--- src/rtl/uart_pkg.sv ---
// Shared types and constants for the UART transmit path.
package uart_pkg;

    typedef enum logic [2:0] {
        IDLE   = 3'd0,
        START  = 3'd1,
        DATA   = 3'd2,
        PARITY = 3'd3,
        STOP   = 3'd4
    } uart_tx_state_t;

    localparam int   UART_DATA_BITS  = 8;
    localparam logic UART_IDLE_LEVEL = 1'b1;

    function automatic int clks_per_bit(input int clk_hz, input int baud);
        return clk_hz / baud;
    endfunction

endpackage

--- src/rtl/uart_tx_fifo.sv ---
// Byte FIFO between the store path and the transmit FSM; dout shows the head entry combinationally.
module uart_tx_fifo #(
    parameter int DEPTH = 16,
    parameter int WIDTH = 8
) (
    input  logic             clk,
    input  logic             rstn,
    input  logic             push,
    input  logic [WIDTH-1:0] din,
    input  logic             pop,
    output logic [WIDTH-1:0] dout,
    output logic             empty,
    output logic             full
);

    localparam int            AW       = $clog2(DEPTH);
    localparam logic [AW:0]   FULL_CNT = (AW+1)'(DEPTH);

    logic [WIDTH-1:0] mem_q [DEPTH];
    logic [WIDTH-1:0] mem_d [DEPTH];
    logic [AW-1:0]    wr_ptr_q, wr_ptr_d;
    logic [AW-1:0]    rd_ptr_q, rd_ptr_d;
    logic [AW:0]      count_q, count_d;
    logic             do_push, do_pop;

    assign full    = (count_q == FULL_CNT);
    assign empty   = (count_q == '0);
    // A push while full is refused even if a pop frees a slot this same edge.
    assign do_push = push && !full;
    assign do_pop  = pop && !empty;
    assign dout    = mem_q[rd_ptr_q];

    always_comb begin
        mem_d    = mem_q;
        wr_ptr_d = wr_ptr_q;
        rd_ptr_d = rd_ptr_q;
        count_d  = count_q;
        if (do_push) begin
            mem_d[wr_ptr_q] = din;
            wr_ptr_d        = wr_ptr_q + AW'(1);
        end
        if (do_pop) begin
            rd_ptr_d = rd_ptr_q + AW'(1);
        end
        case ({do_push, do_pop})
            2'b10:   count_d = count_q + (AW+1)'(1);
            2'b01:   count_d = count_q - (AW+1)'(1);
            default: count_d = count_q;
        endcase
    end

    always_ff @(posedge clk) begin
        if (!rstn) begin
            wr_ptr_q <= '0;
            rd_ptr_q <= '0;
            count_q  <= '0;
        end else begin
            wr_ptr_q <= wr_ptr_d;
            rd_ptr_q <= rd_ptr_d;
            count_q  <= count_d;
        end
    end

    always_ff @(posedge clk) begin
        mem_q <= mem_d;
    end

endmodule

--- src/rtl/uart_tx_ctl.sv ---
// UART transmitter: queues stored bytes and sends them as 8N1 frames on tx.
// Defining UART_TX_PARITY_EN adds an even-parity bit (8E1 frame).
//
// state  | meaning
// IDLE   | line high, waiting for a queued byte
// START  | start bit (low)
// DATA   | eight data bits, LSB first
// PARITY | even parity bit (UART_TX_PARITY_EN builds only)
// STOP   | stop bit (high); pops the next byte straight into START if one is queued
module uart_tx_ctl
    import uart_pkg::*;
#(
    parameter int CLK_FREQ_HZ = 50_000_000,
    parameter int BAUD_RATE   = 115200,
    parameter int FIFO_DEPTH  = 16
) (
    input  logic       clk,
    input  logic       rstn,
    input  logic       uart_we,
    input  logic [7:0] uart,
    output logic       stall,
    output logic       tx,
    output logic       busy
);

    localparam int            CPB       = clks_per_bit(CLK_FREQ_HZ, BAUD_RATE);
    localparam int            CW        = $clog2(CPB);
    localparam logic [CW-1:0] BAUD_LAST = CW'(CPB - 1);
    localparam logic [2:0]    LAST_BIT  = 3'(UART_DATA_BITS - 1);

    uart_tx_state_t state_q, state_d;
    logic [CW-1:0]  baud_cnt_q, baud_cnt_d;
    logic [2:0]     bit_idx_q, bit_idx_d;
    logic [7:0]     shift_q, shift_d;
    logic           tx_q, tx_d;
    logic           busy_q, busy_d;
`ifdef UART_TX_PARITY_EN
    logic           parity_q, parity_d;
`endif

    logic       fifo_pop;
    logic [7:0] fifo_dout;
    logic       fifo_empty, fifo_full;
    logic       bit_end;

    uart_tx_fifo #(
        .DEPTH (FIFO_DEPTH),
        .WIDTH (UART_DATA_BITS)
    ) u_fifo (
        .clk   (clk),
        .rstn  (rstn),
        .push  (uart_we),
        .din   (uart),
        .pop   (fifo_pop),
        .dout  (fifo_dout),
        .empty (fifo_empty),
        .full  (fifo_full)
    );

    assign stall   = uart_we && fifo_full;
    assign bit_end = (baud_cnt_q == BAUD_LAST);
    assign tx      = tx_q;
    assign busy    = busy_q;

    always_comb begin
        state_d    = state_q;
        baud_cnt_d = baud_cnt_q;
        bit_idx_d  = bit_idx_q;
        shift_d    = shift_q;
        fifo_pop   = 1'b0;
`ifdef UART_TX_PARITY_EN
        parity_d   = parity_q;
`endif

        case (state_q)
            IDLE: begin
                if (!fifo_empty) begin
                    fifo_pop   = 1'b1;
                    shift_d    = fifo_dout;
`ifdef UART_TX_PARITY_EN
                    parity_d   = ^fifo_dout;
`endif
                    baud_cnt_d = '0;
                    state_d    = START;
                end
            end
            START: begin
                if (bit_end) begin
                    baud_cnt_d = '0;
                    bit_idx_d  = '0;
                    state_d    = DATA;
                end else begin
                    baud_cnt_d = baud_cnt_q + CW'(1);
                end
            end
            DATA: begin
                if (bit_end) begin
                    baud_cnt_d = '0;
                    shift_d    = {1'b0, shift_q[7:1]};
                    bit_idx_d  = bit_idx_q + 3'd1;
                    if (bit_idx_q == LAST_BIT) begin
`ifdef UART_TX_PARITY_EN
                        state_d = PARITY;
`else
                        state_d = STOP;
`endif
                    end
                end else begin
                    baud_cnt_d = baud_cnt_q + CW'(1);
                end
            end
`ifdef UART_TX_PARITY_EN
            PARITY: begin
                if (bit_end) begin
                    baud_cnt_d = '0;
                    state_d    = STOP;
                end else begin
                    baud_cnt_d = baud_cnt_q + CW'(1);
                end
            end
`endif
            STOP: begin
                if (bit_end) begin
                    baud_cnt_d = '0;
                    if (!fifo_empty) begin
                        fifo_pop = 1'b1;
                        shift_d  = fifo_dout;
`ifdef UART_TX_PARITY_EN
                        parity_d = ^fifo_dout;
`endif
                        state_d  = START;
                    end else begin
                        state_d  = IDLE;
                    end
                end else begin
                    baud_cnt_d = baud_cnt_q + CW'(1);
                end
            end
            default: begin
                baud_cnt_d = '0;
                state_d    = IDLE;
            end
        endcase
    end

    // tx follows the registered state, so the line lags the state by one clock.
    always_comb begin
        tx_d = UART_IDLE_LEVEL;
        case (state_q)
            START:   tx_d = 1'b0;
            DATA:    tx_d = shift_q[0];
`ifdef UART_TX_PARITY_EN
            PARITY:  tx_d = parity_q;
`endif
            default: tx_d = UART_IDLE_LEVEL;
        endcase
        busy_d = (state_d != IDLE) || !fifo_empty || (uart_we && !fifo_full);
    end

    always_ff @(posedge clk) begin
        if (!rstn) begin
            state_q    <= IDLE;
            baud_cnt_q <= '0;
            bit_idx_q  <= '0;
            shift_q    <= '0;
            tx_q       <= UART_IDLE_LEVEL;
            busy_q     <= 1'b0;
`ifdef UART_TX_PARITY_EN
            parity_q   <= 1'b0;
`endif
        end else begin
            state_q    <= state_d;
            baud_cnt_q <= baud_cnt_d;
            bit_idx_q  <= bit_idx_d;
            shift_q    <= shift_d;
            tx_q       <= tx_d;
            busy_q     <= busy_d;
`ifdef UART_TX_PARITY_EN
            parity_q   <= parity_d;
`endif
        end
    end

endmodule
--- config.mk ---
export PLATFORM = sky130hd
export DESIGN_NAME = uart_tx_ctl
export DESIGN_NICKNAME = d
export VERILOG_FILES = /design/src/rtl/uart_pkg.sv /design/src/rtl/uart_tx_fifo.sv /design/src/rtl/uart_tx_ctl.sv
export SDC_FILE = /design/constraint.sdc
export NUM_CORES = 1
export LEC_CHECK = 0
export ABC_AREA = 1
export ABC_CLOCK_PERIOD_IN_PS = 3000
export CORE_MARGIN = 2
export CORE_UTILIZATION = 35
export CTS_CLUSTER_DIAMETER = 200
export DETAILED_ROUTE_END_ITERATION = 16
export PLACE_DENSITY = 0.6
export REMOVE_ABC_BUFFERS = 1
export SYNTH_ARGS = -nofsm -noshare
export SYNTH_HDL_FRONTEND = slang
export SYNTH_SLANG_ARGS = --single-unit
--- constraint.sdc ---
create_clock -name clk -period 3 [get_ports clk]
set_input_delay 0.6 -clock clk [delete_from_list [all_inputs] [get_ports clk]]
set_output_delay 0.6 -clock clk [all_outputs]
set_load 0.01 [all_outputs]
Yosys cells after proc, flatten, opt, wreduce, memory -nomap -nowiden:

Index checks and enable logic that the tools add are counted.

* bits in registers: 166
* bits of input ports: 11
* output and inout port bits: 3
* word-level logic and storage cells: 93

* $add $sub $neg: 6
* order comparisons: 3
* equality and inequality tests: 12
* multiplexer cells: 28
* bitwise gates (word level): 2
* reduce and logical (&&, ||, !) cells: 17

Operator list (number)
* $bwmux 128: 1
* $mux 8: 6
* $bmux 8 s4: 1
* $demux 8 s4: 1
* $pmux 8 s3: 1
* $mux 3: 7
* $mux 9: 2
* $pmux 9 s2: 1
* $pmux 3 s4: 1
* $ge 5x5->1 const B: 2
* $not 4->5: 2
* $pmux 5 s2: 1
* $add 9x1->9 const B: 1
* $eq 9x9->1 const B: 1
* $add 4x1->4 const B: 2
* $ne 2x2->1 const B: 4
* $eq 3x3->1 const B: 2
* $pmux 3 s2: 1
* $reduce_and 3->1: 2
* $reduce_bool 3->1: 2
* $add 5x1->5 const B: 1
* $eq 5x5->1 const B: 1
* $logic_not 5->1: 1
* $lt 5x1->1 const B: 1
* other kinds (14): 23

Depth between registers and ports, before layout:

* depth in word-level cells: 7
* gate-level depth with buffers: 20
* mapped depth without buffers: 20

Modules after synthesis:

A second synthesis with hierarchy kept.

* cells, all modules: 839
* area total of the unflattened synthesis: 7702.4 µm²

By module, submodules not included
* uart_tx_fifo: times used 1, cells each 654, area an instance 6344.8 µm², seq. area each 4103.9 µm²
* uart_tx_ctl: times used 1, cells each 185, area an instance 1357.6 µm², seq. area each 500.5 µm²

Least setup slack after synthesis:

No wires, ideal clock.

* path type: register to register
* from: register baud_cnt_q[0]
* to: register u_fifo.count_q[4]
* library setup time: 0.116 ns
* data arrival time: 2.275 ns
* required time: 2.884 ns
* setup slack: 0.609 ns
* stages on the path, launching flop included: 19
* path buffers: 0
* clock period less this slack: 2.391 ns
* cell sequence: dfxtp_1 > ha_1 > nand4_1 > inv_1 > nand2_2 > o21ai_4 > nand3_2 > inv_2 > ha_1 > inv_1 > fa_1 > inv_1 > nand2_1 > nand2_1 > a21oi_1 > nor2_1 > nor2_1 > a21oi_1 > nor2_1

* word-level cells in the longest chain between the ends: 6
* elaborated cells between the ends (all ways): 8
* those cells by class: 3 x eq/ne; 3 x mux; 2 x reduce/logical

RTL lines
* start: declaration: line uart_tx_ctl.sv:32 `logic [CW-1:0] baud_cnt_q, baud_cnt_d;`
* start signal: assignment: line uart_tx_ctl.sv:173 `baud_cnt_q <= baud_cnt_d;`
* $eq 9x9->1 (*): line uart_tx_ctl.sv:61 `assign bit_end = (baud_cnt_q == BAUD_LAST);`
* $mux 1 (*): line uart_tx_ctl.sv:123 `if (bit_end) begin`
* $pmux 1 s2 (*): line uart_tx_ctl.sv:75 `case (state_q)`
* $logic_and 1x1->1 (*): line uart_tx_fifo.sv:30 `assign do_pop = pop && !empty;`
* net u_fifo.do_pop: line uart_tx_fifo.sv:24 `logic do_push, do_pop;`
* $eq 2x1->1 or $eq 2x2->1 (tied branches): line uart_tx_fifo.sv:45 `case ({do_push, do_pop})`
* $pmux 5 s2 or $reduce_bool 2->1 (tied branches)
* end signal: assignment: line uart_tx_fifo.sv:60 `count_q <= count_d;`
* end: declaration: line uart_tx_fifo.sv:23 `logic [AW:0] count_q, count_d;`

Mark *: on every way through the listed nets, which the timed path passes. The rest lies on a longest branch.
A chain may end at the register's enable or synchronous reset.

Worst setup path in the final report:

* from: register baud_cnt_q[1]
* to: register u_fifo.count_q[4]

Same word-level chain as after synthesis.

==> metrics.txt <==
Fmax achieved 0.372 GHz; DR iter-0 viols 391; Setup TNS Final 0 ns; Total Nets Final 837; Clk Tree Root Cell clkbuf_16; Switch Pwr 0.00224 W; IO Port Bufs 13; P&R area growth vs syn 14.2%; Post-Place Worst Slack 0.295 ns; register area 0.00461 sq mm; post-synth top area share 51.7%; Seq cells post-synth 166; final-report max-slew violation count 0; Cell Area, Synth 0.00744 sq mm; Synth async-reset ratio 0%; CP Capture Type flip-flop; top post-synthesis cells by count 236 x nand2_1, 128 x edfxtp_1, 98 x inv_1; maximum clock path buffer count 2; initial antenna violation count 0; fill count 2,064; PD cells 787 mW/mm^2; I/O Pins 14; Starting Density 35.5%; hold_buf cts 0; Post-synth EDFFs 128; global-route wire length before repair 25.8 mm; # H-tree levels 4; die area 0.0224 sq mm; Multi-input gate area 0.00229 sq mm; Final Hold Viols 0; post-cts resize count 0; Worst VDD drop 433 uV; Max FO, Critical Path 8; WS Path Type flip-flop to flip-flop; Clk pwr share 31.3%; syn_area_per_cell 9.45 sq um; Die W 150 um; Overall Global Routing Usage 15.3%; worst skew pair latency 0.42 ns; die height 150 um; routed wire length 16.2 mm; DR DRC count 0; # setup viols final 0; core footprint 0.0210 sq mm; Crit path arrival time 3.00 ns; ratio of cells with drive above 1 in the final layout 8.64%; largest net degree at the start of global routing 71; TritonRoute pass-1 iters 5; Worst-path clk slew 0.06 ns; outcome finished clean; Max-slew headroom 52.5%; CTS tree built; top post-synthesis cells by area edfxtp_1 52%, nand2_1 12%, dfxtp_1 10%, nand3_1 6.3%, inv_1 4.9%; Unique masters post-synth 33; Sw Ratio 33.6%; leakage power 3.50 nW; sequential power share 40.8%; routability congestion estimate 0.774; number of global-route vias before repair 4,851; Comb pwr share 28.0%; final critical-path setup slack 0.309 ns; Critical Path RT 3.31 ns; crit path launch type flip-flop; Via density 4.72; YS warnings 0; fin crit share 89.7%; Antenna Nets Post-Route 0; max cap viols 0; via count 5,175; Cell Rows 53; Gate Count Post-Synth 787; Power Internal 0.00444 W; Synth area leader edfxtp_1; Congestion Overflow GR 0; WL/cell 14.8 um; n_diodes 0; clock sink total 166; Period minus WS final 2.69 ns; Hold WC Path Type flip-flop to flip-flop; Clock Skew 0.00865 ns; sequential area share after synthesis 61.9%; cts bufs inserted 17; RSZ-0062 raised after global routing false; dpl hpwl 9.68 mm; postcts setup bufs 0; Least-Margin Pin Slew 0.712 ns; Main synth FF type edfxtp_1; top-count cell post-synth nand2_1
-- kinds of logic (layout without fill, tap and decap cells) --
family                   count (synthesis)  after routing  share of synthesized area (%)
flip-flops                             166            166                           61.9
AND/OR/NAND/NOR                        410            410                           23.4
adder cells (fa/ha/maj)                 14             14                           2.46
buffers and inverters                  133            168                           7.30
AO/OA/AOI/OAI                           59             59                           4.41
XOR/XNOR                                 5              5                          0.589
-- final cells by class --
| cell class | count | area share [%] |
|---|---|---|
| Clock buffer | 17 | 5.01 |
| Clock inverter | 12 | 1.55 |
| Sequential cell | 166 | 54.2 |
| Timing Repair Buffer | 34 | 3.53 |
| Inverter | 105 | 4.67 |
| Tap cell | 275 | 4.05 |
| Multi-Input combinational cell | 488 | 27.0 |
-- critical path: stages, from the launching register on --
cell and delay (ns):
dfxtp_1 0.33, inv_1 0.08, ha_1 0.16, nand4_1 0.09
inv_1 0.07, nand2_2 0.12, o21ai_4 0.12, nand3_2 0.18
inv_2 0.12, ha_1 0.24, inv_1 0.10, fa_1 0.40
inv_1 0.07, nand2_1 0.04, nand2_1 0.06, a21oi_1 0.07
nor2_1 0.09, nor2_1 0.06, a21oi_1 0.13, nor2_1 0.06
-- state kept, by name (all words and copies together) (netlist names) --
register,count
busy,1
baud_cnt_q,9
state_q,3
u_fifo.wr_ptr_q,4
u_fifo.count_q,5
shift_q,8
tx,1
u_fifo.rd_ptr_q,4
bit_idx_q,3
u_fifo.mem_q,128
-- worst paths after layout --
check / endpoint / startpoint / slack [ns] / cells past startpoint
max: u_fifo.count_q[4] / baud_cnt_q[1] / 0.31 / 19
min: shift_q[7] / shift_q[7] / 0.47 / 2
max reg2reg: u_fifo.count_q[4] / baud_cnt_q[1] / 0.31 / 19
min reg2reg: shift_q[7] / shift_q[7] / 0.47 / 2
-- cell usage in the layout (no fill, tap or decap), drive strengths merged --
cell type and n:
nand2 241, edfxtp 128, inv 107, nand3 95, nor2 62, dfxtp 38, a21oi 32, o21ai 21
buf 21, clkbuf 17, ha 13, clkdlybuf4s50 13, nor3 6, o211ai 5, nand4 5, clkinvlp 5
xor2 3, clkinv 3, xnor2 2, bufinv 2, nor3b 1, a31oi 1, fa 1
-- per-layer routing --
metal  up-vias  share of wire, %  track usage (%)
li1       2613                 -                -
met1      2424                44             19.4
met2       108                49             25.7
met3        30               4.1             3.20
met4         0               2.5             6.13
met5         -                 0                0
-- power groups by stage --
stage,registers [W],clock network [W],logic [W]
2_1_floorplan,0.00286,0,0.00118
3_3_place_gp,0.00277,0,0.00187
3_5_place_dp,0.00278,0,0.00188
4_1_cts,0.00273,0.00213,0.00189
5_1_grt,0.00274,0.00224,0.00213
6_report,0.00272,0.00209,0.00187
-- per-stage QoR --
| step | power [W] | util (%) | instance area, sq um | hold slack [ns] | cells |
|---|---|---|---|---|---|
| after floorplan | 0.00404 | - | 7290 | 0.429 | 759 |
| after global placement | 0.00464 | 37.9 | 7940 | 0.455 | 1068 |
| after detailed placement | 0.00465 | 37.9 | 7940 | 0.457 | 1068 |
| after CTS | 0.00675 | 40.5 | 8500 | 0.467 | 1097 |
| after global routing | 0.00711 | 40.5 | 8500 | 0.486 | 1097 |
| final | 0.00668 | 40.5 | 8500 | 0.469 | 1097 |
(Power assumes the default switching activity.)
